==> config.mk <==
export PLATFORM = sky130hd
export DESIGN_NAME = imm_gen_pipe_flat
export DESIGN_NICKNAME = d
export VERILOG_FILES = /design/src/rtl/imm_gen_pipe_pkg.sv /design/src/rtl/imm_gen_pipe_if.sv /design/src/rtl/imm_gen_pipe_decode.sv /design/src/rtl/imm_gen_pipe.sv /design/src/flat_wrapper.sv
export SDC_FILE = /design/constraint.sdc
export NUM_CORES = 1
export LEC_CHECK = 0
export ABC_CLOCK_PERIOD_IN_PS = 10440
export CAP_MARGIN = 20
export CORE_ASPECT_RATIO = 1.5
export CORE_MARGIN = 3
export CORE_UTILIZATION = 50
export CTS_CLUSTER_SIZE = 20
export DETAILED_ROUTE_END_ITERATION = 8
export GPL_TIMING_DRIVEN = 0
export PLACE_DENSITY = 0.86
export SYNTH_ARGS = -nofsm -noshare
export SYNTH_HDL_FRONTEND = slang
export SYNTH_SLANG_ARGS = --single-unit
export TNS_END_PERCENT = 1
==> constraint.sdc <==
create_clock -name clk_i -period 10.44 [get_ports clk_i]
set_input_delay 1.566 -clock clk_i [delete_from_list [all_inputs] [get_ports clk_i]]
set_output_delay 1.566 -clock clk_i [all_outputs]
set_load 0.05 [all_outputs]
==> src/rtl/imm_gen_pipe_pkg.sv <==
// Shared opcode constants and the immediate-format tag for the immediate generator.
package imm_pkg;

  localparam logic [6:0] OPC_LUI       = 7'b0110111;
  localparam logic [6:0] OPC_AUIPC     = 7'b0010111;
  localparam logic [6:0] OPC_JAL       = 7'b1101111;
  localparam logic [6:0] OPC_JALR      = 7'b1100111;
  localparam logic [6:0] OPC_LOAD      = 7'b0000011;
  localparam logic [6:0] OPC_OP_IMM    = 7'b0010011;
  localparam logic [6:0] OPC_OP_IMM_32 = 7'b0011011;
  localparam logic [6:0] OPC_STORE     = 7'b0100011;
  localparam logic [6:0] OPC_BRANCH    = 7'b1100011;
  localparam logic [6:0] OPC_OP        = 7'b0110011;
  localparam logic [6:0] OPC_MISC_MEM  = 7'b0001111;
  localparam logic [6:0] OPC_OP_32     = 7'b0111011;
  localparam logic [6:0] OPC_SYSTEM    = 7'b1110011;

  typedef enum logic [2:0] {
    FMT_R = 3'd0,
    FMT_I = 3'd1,
    FMT_S = 3'd2,
    FMT_B = 3'd3,
    FMT_U = 3'd4,
    FMT_J = 3'd5,
    FMT_Z = 3'd6
  } imm_fmt_t;

endpackage

==> src/rtl/imm_gen_pipe_if.sv <==
// Fetch-to-decode stream carrying raw instructions in and decoded immediates out.
interface imm_gen_pipe_if #(parameter int XLEN = 32);
  import imm_pkg::*;

  logic            in_valid;
  logic            in_ready;
  logic [31:0]     in_inst;
  logic            out_valid;
  logic            out_ready;
  logic [XLEN-1:0] out_imm;
  imm_fmt_t        out_fmt;
  logic [31:0]     out_inst;
  logic            out_illegal;

  modport master (
    output in_valid, in_inst, out_ready,
    input  in_ready, out_valid, out_imm, out_fmt, out_inst, out_illegal
  );

  modport slave (
    input  in_valid, in_inst, out_ready,
    output in_ready, out_valid, out_imm, out_fmt, out_inst, out_illegal
  );

endinterface

==> src/rtl/imm_gen_pipe_decode.sv <==
// Combinational RISC-V immediate decoder for every base format.
// Defining IMM_ZICSR_EN makes CSR*I instructions report fmt Z with the uimm field.
module imm_decode
  import imm_pkg::*;
#(
  parameter int XLEN = 32
) (
  input  logic [31:0]     inst_i,
  output logic [XLEN-1:0] imm_o,
  output imm_fmt_t        fmt_o,
  output logic            illegal_o
);

  localparam bit Rv64 = (XLEN == 64);

  function automatic logic [XLEN-1:0] sext32(input logic [31:0] v);
    return XLEN'(signed'(v));
  endfunction

  logic [31:0] immI, immS, immB, immU, immJ;

  assign immI = {{20{inst_i[31]}}, inst_i[31:20]};
  assign immS = {{20{inst_i[31]}}, inst_i[31:25], inst_i[11:7]};
  assign immB = {{19{inst_i[31]}}, inst_i[31], inst_i[7], inst_i[30:25], inst_i[11:8], 1'b0};
  assign immU = {inst_i[31:12], 12'b0};
  assign immJ = {{11{inst_i[31]}}, inst_i[31], inst_i[19:12], inst_i[20], inst_i[30:21], 1'b0};

  always_comb begin
    imm_o     = '0;
    fmt_o     = FMT_R;
    illegal_o = 1'b0;
    case (inst_i[6:0])
      OPC_LUI, OPC_AUIPC: begin
        fmt_o = FMT_U;
        imm_o = sext32(immU);
      end
      OPC_JAL: begin
        fmt_o = FMT_J;
        imm_o = sext32(immJ);
      end
      OPC_JALR, OPC_LOAD, OPC_OP_IMM: begin
        fmt_o = FMT_I;
        imm_o = sext32(immI);
      end
      OPC_OP_IMM_32: begin
        if (Rv64) begin
          fmt_o = FMT_I;
          imm_o = sext32(immI);
        end else begin
          illegal_o = 1'b1;
        end
      end
      OPC_STORE: begin
        fmt_o = FMT_S;
        imm_o = sext32(immS);
      end
      OPC_BRANCH: begin
        fmt_o = FMT_B;
        imm_o = sext32(immB);
      end
      OPC_OP, OPC_MISC_MEM: begin
        fmt_o = FMT_R;
      end
      OPC_OP_32: begin
        illegal_o = !Rv64;
      end
      OPC_SYSTEM: begin
`ifdef IMM_ZICSR_EN
        if (inst_i[14]) begin
          fmt_o = FMT_Z;
          imm_o = XLEN'(inst_i[19:15]);
        end else begin
          fmt_o = FMT_I;
          imm_o = sext32(immI);
        end
`else
        fmt_o = FMT_I;
        imm_o = sext32(immI);
`endif
      end
      default: begin
        illegal_o = 1'b1;
      end
    endcase
  end

endmodule

==> src/rtl/imm_gen_pipe.sv <==
// Registered immediate generator: one-cycle decode with an output register plus a
// single skid entry so upstream may keep streaming while downstream stalls.
module imm_gen_pipe
  import imm_pkg::*;
#(
  parameter int XLEN = 32
) (
  input  logic          clk_i,
  input  logic          rst_i,
  input  logic          flush_i,
  imm_gen_pipe_if.slave bus
);

  logic [XLEN-1:0] decImm;
  imm_fmt_t        decFmt;
  logic            decIllegal;

  imm_decode #(.XLEN(XLEN)) u_decode (
    .inst_i    (bus.in_inst),
    .imm_o     (decImm),
    .fmt_o     (decFmt),
    .illegal_o (decIllegal)
  );

  logic            outValid_q, outValid_d;
  logic [XLEN-1:0] outImm_q, outImm_d;
  imm_fmt_t        outFmt_q, outFmt_d;
  logic [31:0]     outInst_q, outInst_d;
  logic            outIllegal_q, outIllegal_d;

  logic            skidValid_q, skidValid_d;
  logic [XLEN-1:0] skidImm_q, skidImm_d;
  imm_fmt_t        skidFmt_q, skidFmt_d;
  logic [31:0]     skidInst_q, skidInst_d;
  logic            skidIllegal_q, skidIllegal_d;

  logic accept, loadOut;

  assign accept  = bus.in_valid && !skidValid_q;
  assign loadOut = !outValid_q || bus.out_ready;

  // The skid entry is older than anything arriving now, so it always drains first;
  // in_ready is low whenever the skid is full, so accept and skid drain never coincide.
  always_comb begin
    outValid_d    = outValid_q;
    outImm_d      = outImm_q;
    outFmt_d      = outFmt_q;
    outInst_d     = outInst_q;
    outIllegal_d  = outIllegal_q;
    skidValid_d   = skidValid_q;
    skidImm_d     = skidImm_q;
    skidFmt_d     = skidFmt_q;
    skidInst_d    = skidInst_q;
    skidIllegal_d = skidIllegal_q;
    if (loadOut) begin
      if (skidValid_q) begin
        outValid_d   = 1'b1;
        outImm_d     = skidImm_q;
        outFmt_d     = skidFmt_q;
        outInst_d    = skidInst_q;
        outIllegal_d = skidIllegal_q;
        skidValid_d  = 1'b0;
      end else if (accept) begin
        outValid_d   = 1'b1;
        outImm_d     = decImm;
        outFmt_d     = decFmt;
        outInst_d    = bus.in_inst;
        outIllegal_d = decIllegal;
      end else begin
        outValid_d   = 1'b0;
      end
    end else if (accept) begin
      skidValid_d   = 1'b1;
      skidImm_d     = decImm;
      skidFmt_d     = decFmt;
      skidInst_d    = bus.in_inst;
      skidIllegal_d = decIllegal;
    end
    if (flush_i) begin
      outValid_d  = 1'b0;
      skidValid_d = 1'b0;
    end
  end

  always_ff @(posedge clk_i or posedge rst_i) begin
    if (rst_i) begin
      outValid_q    <= 1'b0;
      outImm_q      <= '0;
      outFmt_q      <= FMT_R;
      outInst_q     <= '0;
      outIllegal_q  <= 1'b0;
      skidValid_q   <= 1'b0;
      skidImm_q     <= '0;
      skidFmt_q     <= FMT_R;
      skidInst_q    <= '0;
      skidIllegal_q <= 1'b0;
    end else begin
      outValid_q    <= outValid_d;
      outImm_q      <= outImm_d;
      outFmt_q      <= outFmt_d;
      outInst_q     <= outInst_d;
      outIllegal_q  <= outIllegal_d;
      skidValid_q   <= skidValid_d;
      skidImm_q     <= skidImm_d;
      skidFmt_q     <= skidFmt_d;
      skidInst_q    <= skidInst_d;
      skidIllegal_q <= skidIllegal_d;
    end
  end

  assign bus.in_ready    = !skidValid_q;
  assign bus.out_valid   = outValid_q;
  assign bus.out_imm     = outImm_q;
  assign bus.out_fmt     = outFmt_q;
  assign bus.out_inst    = outInst_q;
  assign bus.out_illegal = outIllegal_q;

endmodule
==> src/flat_wrapper.sv <==
// flat-port wrapper written by rule: the top's interface ports become plain ports
module imm_gen_pipe_flat import imm_pkg::*;
#(
  parameter int XLEN = 32
)
  (clk_i, rst_i, flush_i, bus_in_valid, bus_in_inst, bus_out_ready, bus_in_ready, bus_out_valid, bus_out_imm, bus_out_fmt, bus_out_inst, bus_out_illegal);
  imm_gen_pipe_if #(.XLEN(XLEN)) bus_i ();
  input  logic clk_i;
  input  logic rst_i;
  input  logic flush_i;
  input wire logic [$bits(bus_i.in_valid)-1:0] bus_in_valid;
  input wire logic [$bits(bus_i.in_inst)-1:0] bus_in_inst;
  input wire logic [$bits(bus_i.out_ready)-1:0] bus_out_ready;
  output wire logic [$bits(bus_i.in_ready)-1:0] bus_in_ready;
  output wire logic [$bits(bus_i.out_valid)-1:0] bus_out_valid;
  output wire logic [$bits(bus_i.out_imm)-1:0] bus_out_imm;
  output wire logic [$bits(bus_i.out_fmt)-1:0] bus_out_fmt;
  output wire logic [$bits(bus_i.out_inst)-1:0] bus_out_inst;
  output wire logic [$bits(bus_i.out_illegal)-1:0] bus_out_illegal;
  assign bus_i.in_valid = bus_in_valid;
  assign bus_i.in_inst = bus_in_inst;
  assign bus_i.out_ready = bus_out_ready;
  assign bus_in_ready = bus_i.in_ready;
  assign bus_out_valid = bus_i.out_valid;
  assign bus_out_imm = bus_i.out_imm;
  assign bus_out_fmt = bus_i.out_fmt;
  assign bus_out_inst = bus_i.out_inst;
  assign bus_out_illegal = bus_i.out_illegal;
  imm_gen_pipe #(.XLEN(XLEN)) u_core (.clk_i(clk_i), .rst_i(rst_i), .flush_i(flush_i), .bus(bus_i));
endmodule
# After elaboration in Yosys (flattened, before gate mapping)
# Index checks and enable logic that the tools add are counted.
word_totals:
  wordCells: 52
  out_inout_bits: 70
  reg_bits: 138
  inputBits: 37
op_classes:
  mux: 18
  n_eq_ne: 11
  bitwise_logic: 1
  reduce_logical: 12
op_table:
  columns: ["operator", "count"]
  rows:
  - ["$pmux 32 s5", 1]
  - ["$mux 32", 4]
  - ["$eq 7x7->1 const B", 4]
  - ["$eq 7x6->1 const B", 3]
  - ["$pmux 3 s5", 1]
  - ["$eq 7x5->1 const B", 2]
  - ["$reduce_or 11->1", 1]
  - ["$mux 1", 10]
  - ["$eq 7x2->1 const B", 1]
  - ["$eq 7x4->1 const B", 1]
  - ["$mux 3", 2]
  - ["$reduce_and 2->1", 2]
  - ["$reduce_bool 2->1", 2]
  - ["$reduce_or 4->1", 1]
  - ["$reduce_bool 3->1", 1]
  - ["$logic_not 1->1", 2]
  - ["$reduce_or 2->1", 1]
  - ["$logic_and 1x1->1", 1]
  - ["$logic_or 1x1->1", 1]
  - ["$not 1->1", 1]

# Logic depth before layout (Yosys ltp)
# Gate-level depths: netlist (run 1).
logic_depth:
  word_depth: 6
  depth_mapped: 7
  mapped_depth_nobuf: 5

# Hierarchy
# From an unflattened synthesis (run 1), not the netlist that was laid out.
unflattened:
  hier_cells: 451
  hier_area_um2: 6548.8
by_module_without_submodules:
  columns: ["mod", "instances", "seq_area_each_um2", "area_each_um2", "cells_each"]
  rows:
  - ["imm_gen_pipe", 1, 3453.3, 5949.5, 372]
  - ["imm_decode", 1, 0.0, 599.3, 79]

# Worst setup path after synthesis (run 1)
# Ideal clock, no wire load.
synth_timing:
  path_type: "flip-flop to output port"
  startpoint: "reg u_core.skidValid_q"
  endpoint: "out bus_in_ready"
  slack_ps: 7655
  arrival_ps: 1219
  stages_incl_launch_ff: 4
  required_ps: 8874
  n_path_buf: 2
  path_cell_list: "dfrtp_1 buf_2 inv_1 clkbuf_1"
synth_between:
  elab_chain_cells: 1
synth_rtl:
  columns: ["element", "line_no", "source"]
  rows:
  - ["from (decl)", "imm_gen_pipe.sv:31", "logic skidValid_q, skidValid_d;"]
  - ["from (signal assigned)", "imm_gen_pipe.sv:103", "skidValid_q <= skidValid_d;"]
  - ["$logic_not 1->1", "imm_gen_pipe.sv:111", "assign bus.in_ready = !skidValid_q;"]
  - ["to (decl)", "flat_wrapper.sv:14", "output wire logic [$bits(bus_i.in_ready)-1:0] bus_in_ready;"]
# Every way passes these cells.

# Worst setup path in the final report (run 1)
# Same ends and word-level chain as after synthesis.

==> run_results.csv, run 1 <==
group,metric,value,unit
cells_and_area,layout_common_cells,"nand2_1, dfrtp_1, clkdlybuf4s50_1, nor2_1, o21ai_0",
floorplan,die_h,142,µm
placement,portBuffers,106,
detailed_routing,vias_per_cell,5.92,
timing,relSlewSlack,40.8,%
synthesis,async_flop_share,100,%
cells_and_area,seq_area,3450,µm²
synthesis,synth_cells,633,
clock_network,h-tree-depth,4,
synthesis,synthAdderAreaFrac,0,%
global_route,grt_pass1_vias,5573,
placement,dp_cells,893,
synthesis,postSynthAreaPerCell,9.71,µm²
global_route,antenna_found_initial,0,
global_route,grt_max_degree,72,
timing,finalMaxSlewViolations,0,
synthesis,yosysUniqueCellTypes,47,
setup_path,ff2ff_path_depth,5,
status,status,"complete, no violations",
synthesis,yosysWarningCount,0,
synthesis,netlist_area,6150,µm²
timing,hold_violations,0,
global_route,grt_pass1_wl,29200,µm
cells_and_area,nets,796,
hold_path,min-delay-start,"u_core.skidInst_q[5]$_DFFE_PP0P_",
power_and_ir_drop,fin_total_pwr,1650,µW
cells_and_area,layout.cells.non_filler,925,
hold_path,min_path_type,"flop to flop",
cells_and_area,n_antenna_cell,0,
setup_path,worst-setup-path-type,"flop to primary output",
setup_path,required,8.87,ns
synthesis,synth_seq_cells,138,
cells_and_area,final_cell_area,8080,µm²
cells_and_area,multi_input_area,2460,µm²
floorplan,dieArea,13700,µm²
placement,placed_area,7430,µm²
synthesis,synth-compound-area-share,15.8,%
hold_path,min_delay_path_depth,2,
cells_and_area,final_common_cell,"nand2_1",
detailed_routing,drt_iter0_markers,469,
synthesis,synthFlopType,"dfrtp_1",
floorplan,coreArea,12000,µm²
placement,globalplace.congestion,0.889,
clock_network,cts_root_buf,"clkbuf_16",
synthesis,synth_top_family_by_area,"simple AND/OR/NAND/NOR gates",
clock_network,clock_path_buffers,2,
clock_network,cts_resized,0,
floorplan,initial_core_util,51.2,%
global_route,grt_overflow_total,0,
clock_network,postCtsSetupBuffers,0,
timing,report.final.setup_viol,0,
global_route,grt_usage,28.5,%
timing,rsz0062_at_grt,"false",
timing,finalClockSkew,0.00690,ns
cells_and_area,area_delta_synth_final,31.4,%
cells_and_area,layout-drive-gt1-share,9.72,%
clock_network,clk_pin_slew,0.06,ns
detailed_routing,vias,5477,
synthesis,synth_simple_gate_area_share,18.3,%
hold_path,holdPathEnd,"u_core.skidInst_q[5]$_DFFE_PP0P_",
clock_network,insertion_delay,0.43,ns
timing,fmax,245,MHz
detailed_routing,ant_nets,0,
clock_network,clock-sinks,138,
setup_path,rrSetupSlack,8.39,ns
setup_path,cp.arrival,2.52,ns
clock_network,cts_tree,"built",
setup_path,critPathCaptureType,"primary output",
clock_network,cts-hold-fix-buffers,0,
synthesis,synth_xor_area_share,0,%
timing,setup_tns,0,ns
setup_path,timing.rr.start,"u_core.skidValid_q$_DFFE_PP0P_",
detailed_routing,drc,0,
setup_path,worstReg2RegEnd,"u_core.bus.out_inst[0]$_DFFE_PP0P_",
cells_and_area,post-route-util,67.2,%
detailed_routing,routed_wl,18500,µm
power_and_ir_drop,ir_worst_vdd,0.140,mV
synthesis,synth-edff-count,0,
floorplan,row_count,49,
timing,fin_crit_sh,39.2,%
clock_network,cts_buffers,17,
floorplan,die_w,96.5,µm
detailed_routing,wl_per_cell,20.0,µm
synthesis,synth_seq_area_share,56.2,%
timing,period_needed,4.09,ns
floorplan,io_pins,107,
timing,worst_pin_slew,0.889,ns
power_and_ir_drop,leakagePower,0.00351,µW
detailed_routing,drt_pass1_iterations,5,
placement,post-dp-hpwl,12600,µm
synthesis,synthMuxAreaShare,6.05,%
setup_path,critPathLaunchType,"flop",
setup_path,path_max_fanout,10,
power_and_ir_drop,p_per_area,204,nW/µm²
job,maxCapViolations,0,
cells_and_area,fillers,958,
synthesis,synth_nets,670,
worst max-delay path by stage:
stage	startpoint	end	slack (ns)	cells past startpoint
CTS	u_core.skidValid_q$_DFFE_PP0P_	bus_in_ready	6.42	4
floorplan	rst_i	u_core.bus.out_fmt[0]$_DFFE_PP0P_	5.18	1
finish	u_core.skidValid_q$_DFFE_PP0P_	bus_in_ready	6.35	4
detailed placement	u_core.skidValid_q$_DFFE_PP0P_	bus_in_ready	6.89	4
global placement	rst_i	u_core.bus.out_inst[23]$_DFFE_PP0P_	3.58	2
global route	u_core.skidValid_q$_DFFE_PP0P_	bus_in_ready	6.33	4
state kept, by name, summed over array words and instances, names as in the netlist:
name and cells:
u_core.bus.out_fmt 3, u_core.bus.out_illegal 1, u_core.bus.out_imm 32, u_core.bus.out_inst 32
u_core.bus.out_valid 1, u_core.skidFmt_q 3, u_core.skidIllegal_q 1, u_core.skidImm_q 32
u_core.skidInst_q 32, u_core.skidValid_q 1
per-layer routing:
layer,wire [µm],GRT usage [%],share of wire [%],up-vias
li1,-,-,-,2434
met1,6830,34.2,37,2710
met3,1230,6.10,6.6,66
met2,9650,47.6,52,267
met5,0,0,0,-
met4,803,14.3,4.3,0
logic make-up after synthesis:
| kind of cell | Yosys count |
|---|---|
| multiplexers | 37 |
| flip-flops | 138 |
| buffers and inverters | 50 |
| AO/OA/AOI/OAI | 151 |
| AND/OR/NAND/NOR | 257 |
power by group:
part	switching [µW]	leakage [µW]	internal, µW
clock	242	0.000314	424
sequential	44.1	0.00174	608
combinational	220	0.00145	112
metrics by stage:
stage	hold WS (ns)	setup WS [ns]
2_1_floorplan	0.438	5.18
3_3_place_gp	0.449	3.58
3_5_place_dp	0.462	6.89
4_1_cts	0.475	6.42
5_1_grt	0.495	6.33
6_report	0.472	6.35
worst max-delay path, stage by stage (launching register included):
cell and delay (ns):
dfrtp_1 0.37, buf_2 0.18, inv_1 0.15, clkbuf_1 0.48, clkdlybuf4s50_1 0.92
cell type report:
class / instances / area share, %
sequential: 138 / 42.8
multi-input combinational: 445 / 30.5
timing repair buffer: 107 / 13.5
clock buffer: 17 / 5.27
clock inverter: 15 / 2.73
buffer: 45 / 2.60
tap: 153 / 2.37
inverter: 5 / 0.294
Yosys cell counts, types with 2 or more instances:
cell type,instances,area (µm²)
nand2_1,156,586
buf_6,2,22.5
nor3_1,19,95.1
nand2b_1,4,25.0
buf_2,15,75.1
a31oi_1,2,12.5
a221o_1,6,60.1
a211oi_1,6,45.0
o21ai_0,46,230
and3_1,9,56.3
buf_1,4,15.0
nor2b_1,5,31.3
a21oi_1,42,210
clkbuf_1,22,82.6
nor2_1,48,180
o21ai_1,10,50.1
a22o_1,6,52.6
a211oi_2,10,125
a22oi_1,4,30.0
buf_4,2,15.0
dfrtp_1,138,3450
mux2i_1,36,360
inv_1,5,18.8
nand2_2,2,12.5
o22ai_1,9,56.3
nand3_1,4,20.0
Power figures use the tool's default switching activity.
==> run 2: changes to the inputs <==
ABC_CLOCK_PERIOD_IN_PS = 3600   (was 10440)
CORE_UTILIZATION = 48   (was 50)
clock period = 3.6 ns   (was 10.44 ns; I/O delays follow)
==> run 2 against run 1 <==
Clock skew shrank 0.00083 ns. Flip-flop and latch count stayed put. Via count decreased by 1.2%. Sequential share of layout area shrank 0.13 points. Worst setup slack lost 5.8 ns. Routed wire length fell by 3.3%. First-iteration DRC count decreased by 8.1%. Global-route usage decreased by 3.0 points. Cell area increased by 0.31%. Die area is 3.9% higher. Non-clock buffer count up 2. Critical endpoint unchanged. Highest routed layer unchanged.
==> run_results.csv, run 2 (synthesis results as in run 1) <==
group,metric,value,unit
placement,placed_area,7470,µm²
setup_path,path_cells,"buf_2 > inv_1 > clkbuf_1 > clkdlybuf4s50_1",
timing,finalMaxSlewViolations,0,
clock_network,cts_root_buf,"clkbuf_16",
clock_network,postCtsSetupBuffers,0,
timing,fmax,325,MHz
timing,setup_tns,0,ns
detailed_routing,routed_wl,17900,µm
floorplan,io_pins,107,
power_and_ir_drop,ir_worst_vdd,0.409,mV
timing,fin_crit_sh,85.5,%
hold_path,min_path_type,"flop to flop",
cells_and_area,layout-drive-gt1-share,9.83,%
setup_path,crit_family,"buffers and inverters",
floorplan,row_count,50,
detailed_routing,wl_per_cell,19.3,µm
global_route,grt_pass1_vias,5492,
clock_network,cts_buffers,17,
detailed_routing,drt_iter0_markers,431,
cells_and_area,seq_area,3450,µm²
global_route,grt_pass1_wl,28300,µm
floorplan,dieArea,14200,µm²
floorplan,coreArea,12500,µm²
detailed_routing,ant_nets,0,
power_and_ir_drop,p_per_area,584,nW/µm²
cells_and_area,multi_input_area,2460,µm²
detailed_routing,drc,0,
cells_and_area,n_antenna_cell,0,
cells_and_area,layout_common_cells,"nand2_1, dfrtp_1, clkdlybuf4s50_1, nor2_1, o21ai_0",
cells_and_area,final_cell_area,8100,µm²
setup_path,critPathCaptureType,"primary output",
clock_network,cts_tree,"built",
placement,portBuffers,106,
setup_path,max_stage_delay,0.93,ns
placement,post-dp-hpwl,12500,µm
clock_network,h-tree-depth,4,
cells_and_area,fillers,992,
detailed_routing,vias_per_cell,5.82,
setup_path,timing.rr.start,"u_core.bus.out_valid$_DFFE_PP0N_",
clock_network,cts-hold-fix-buffers,0,
cells_and_area,area_delta_synth_final,31.8,%
setup_path,cp_slowest_cell,"clkdlybuf4s50_1",
timing,rsz0062_at_grt,"false",
floorplan,initial_core_util,49.1,%
hold_path,min-delay-start,"u_core.bus.out_inst[4]$_DFFE_PP0P_",
setup_path,crit_buf_inv,4,
global_route,grt_usage,25.5,%
timing,report.final.setup_viol,0,
setup_path,worst-setup-path-type,"flop to primary output",
floorplan,die_h,145,µm
detailed_routing,drt_pass1_iterations,6,
cells_and_area,final_common_cell,"nand2_1",
clock_network,insertion_delay,0.42,ns
clock_network,cts_resized,0,
placement,globalplace.congestion,0.919,
timing,finalClockSkew,0.00608,ns
setup_path,required,3.06,ns
setup_path,worstSetupStartpoint,"u_core.skidValid_q$_DFFE_PP0P_",
global_route,antenna_found_initial,0,
detailed_routing,vias,5409,
timing,relSlewSlack,43.4,%
timing,hold_violations,0,
clock_network,clock-sinks,138,
floorplan,die_w,98.4,µm
cells_and_area,nets,798,
clock_network,clk_pin_slew,0.06,ns
global_route,grt_max_degree,40,
setup_path,cp.arrival,2.54,ns
job,maxCapViolations,0,
setup_path,critPathLaunchType,"flop",
power_and_ir_drop,leakagePower,0.00351,µW
global_route,grt_overflow_total,0,
clock_network,clock_path_buffers,2,
status,status,"complete, no violations",
setup_path,path_max_fanout,10,
timing,period_needed,3.08,ns
timing,worst_pin_slew,0.849,ns
run 2: tightest hold or removal path: cells and delay by family (launching register included):
family,cells,cell delay (ns)
flip-flops,1,0.34
AND/OR/NAND/NOR,1,0.04
AO/OA/AOI/OAI,1,0.06
run 2: per-stage QoR:
| stage | hold slack [ns] | instances | power [µW] | setup slack, ns | util (%) |
|---|---|---|---|---|---|
| after floorplan | 0.438 | 633 | 2500 | 1.34 | - |
| after global placement | 0.449 | 895 | 2830 | 0.156 | 59.2 |
| after detailed placement | 0.457 | 898 | 2860 | 1.01 | 59.7 |
| after CTS | 0.469 | 929 | 4740 | 0.564 | 64.8 |
| after global routing | 0.491 | 929 | 4900 | 0.466 | 64.8 |
| final | 0.473 | 929 | 4730 | 0.523 | 64.8 |
run 2: layout make-up:
class / instances / area share, %
buffer: 45 / 2.59
tap: 156 / 2.41
multi-input combinational: 445 / 30.4
sequential: 138 / 42.6
clock inverter: 11 / 2.08
inverter: 5 / 0.278
timing repair buffer: 109 / 13.8
clock buffer: 20 / 5.76
run 2: layer usage:
metal	part of all wire [%]	GRT usage, %	routed length (µm)
met3	7.6	5.60	1370
met2	51	44.7	9220
met1	37	29.7	6620
met5	0	0	0
met4	4.0	12.5	709
run 2: path summary, 6_finish.rpt:
path / endpoint / slack, ns / cells after the start
min in group asynchronous: u_core.bus.out_inst[31]$_DFFE_PP0P_ / 0.61 / 2
min reg2reg: u_core.bus.out_inst[4]$_DFFE_PP0P_ / 0.47 / 2
max reg2reg: u_core.bus.out_imm[28]$_DFFE_PP0P_ / 1.58 / 7
max: bus_in_ready / 0.52 / 4
min: u_core.bus.out_inst[4]$_DFFE_PP0P_ / 0.47 / 2
max in group asynchronous: u_core.skidInst_q[21]$_DFFE_PP0P_ / 2.09 / 4
run 2: report_power, final:
group,switching [µW],internal [µW],total (µW)
sequential,121,1760,1890
combinational,637,328,965
clock,672,1210,1880
total,1430,3300,4730
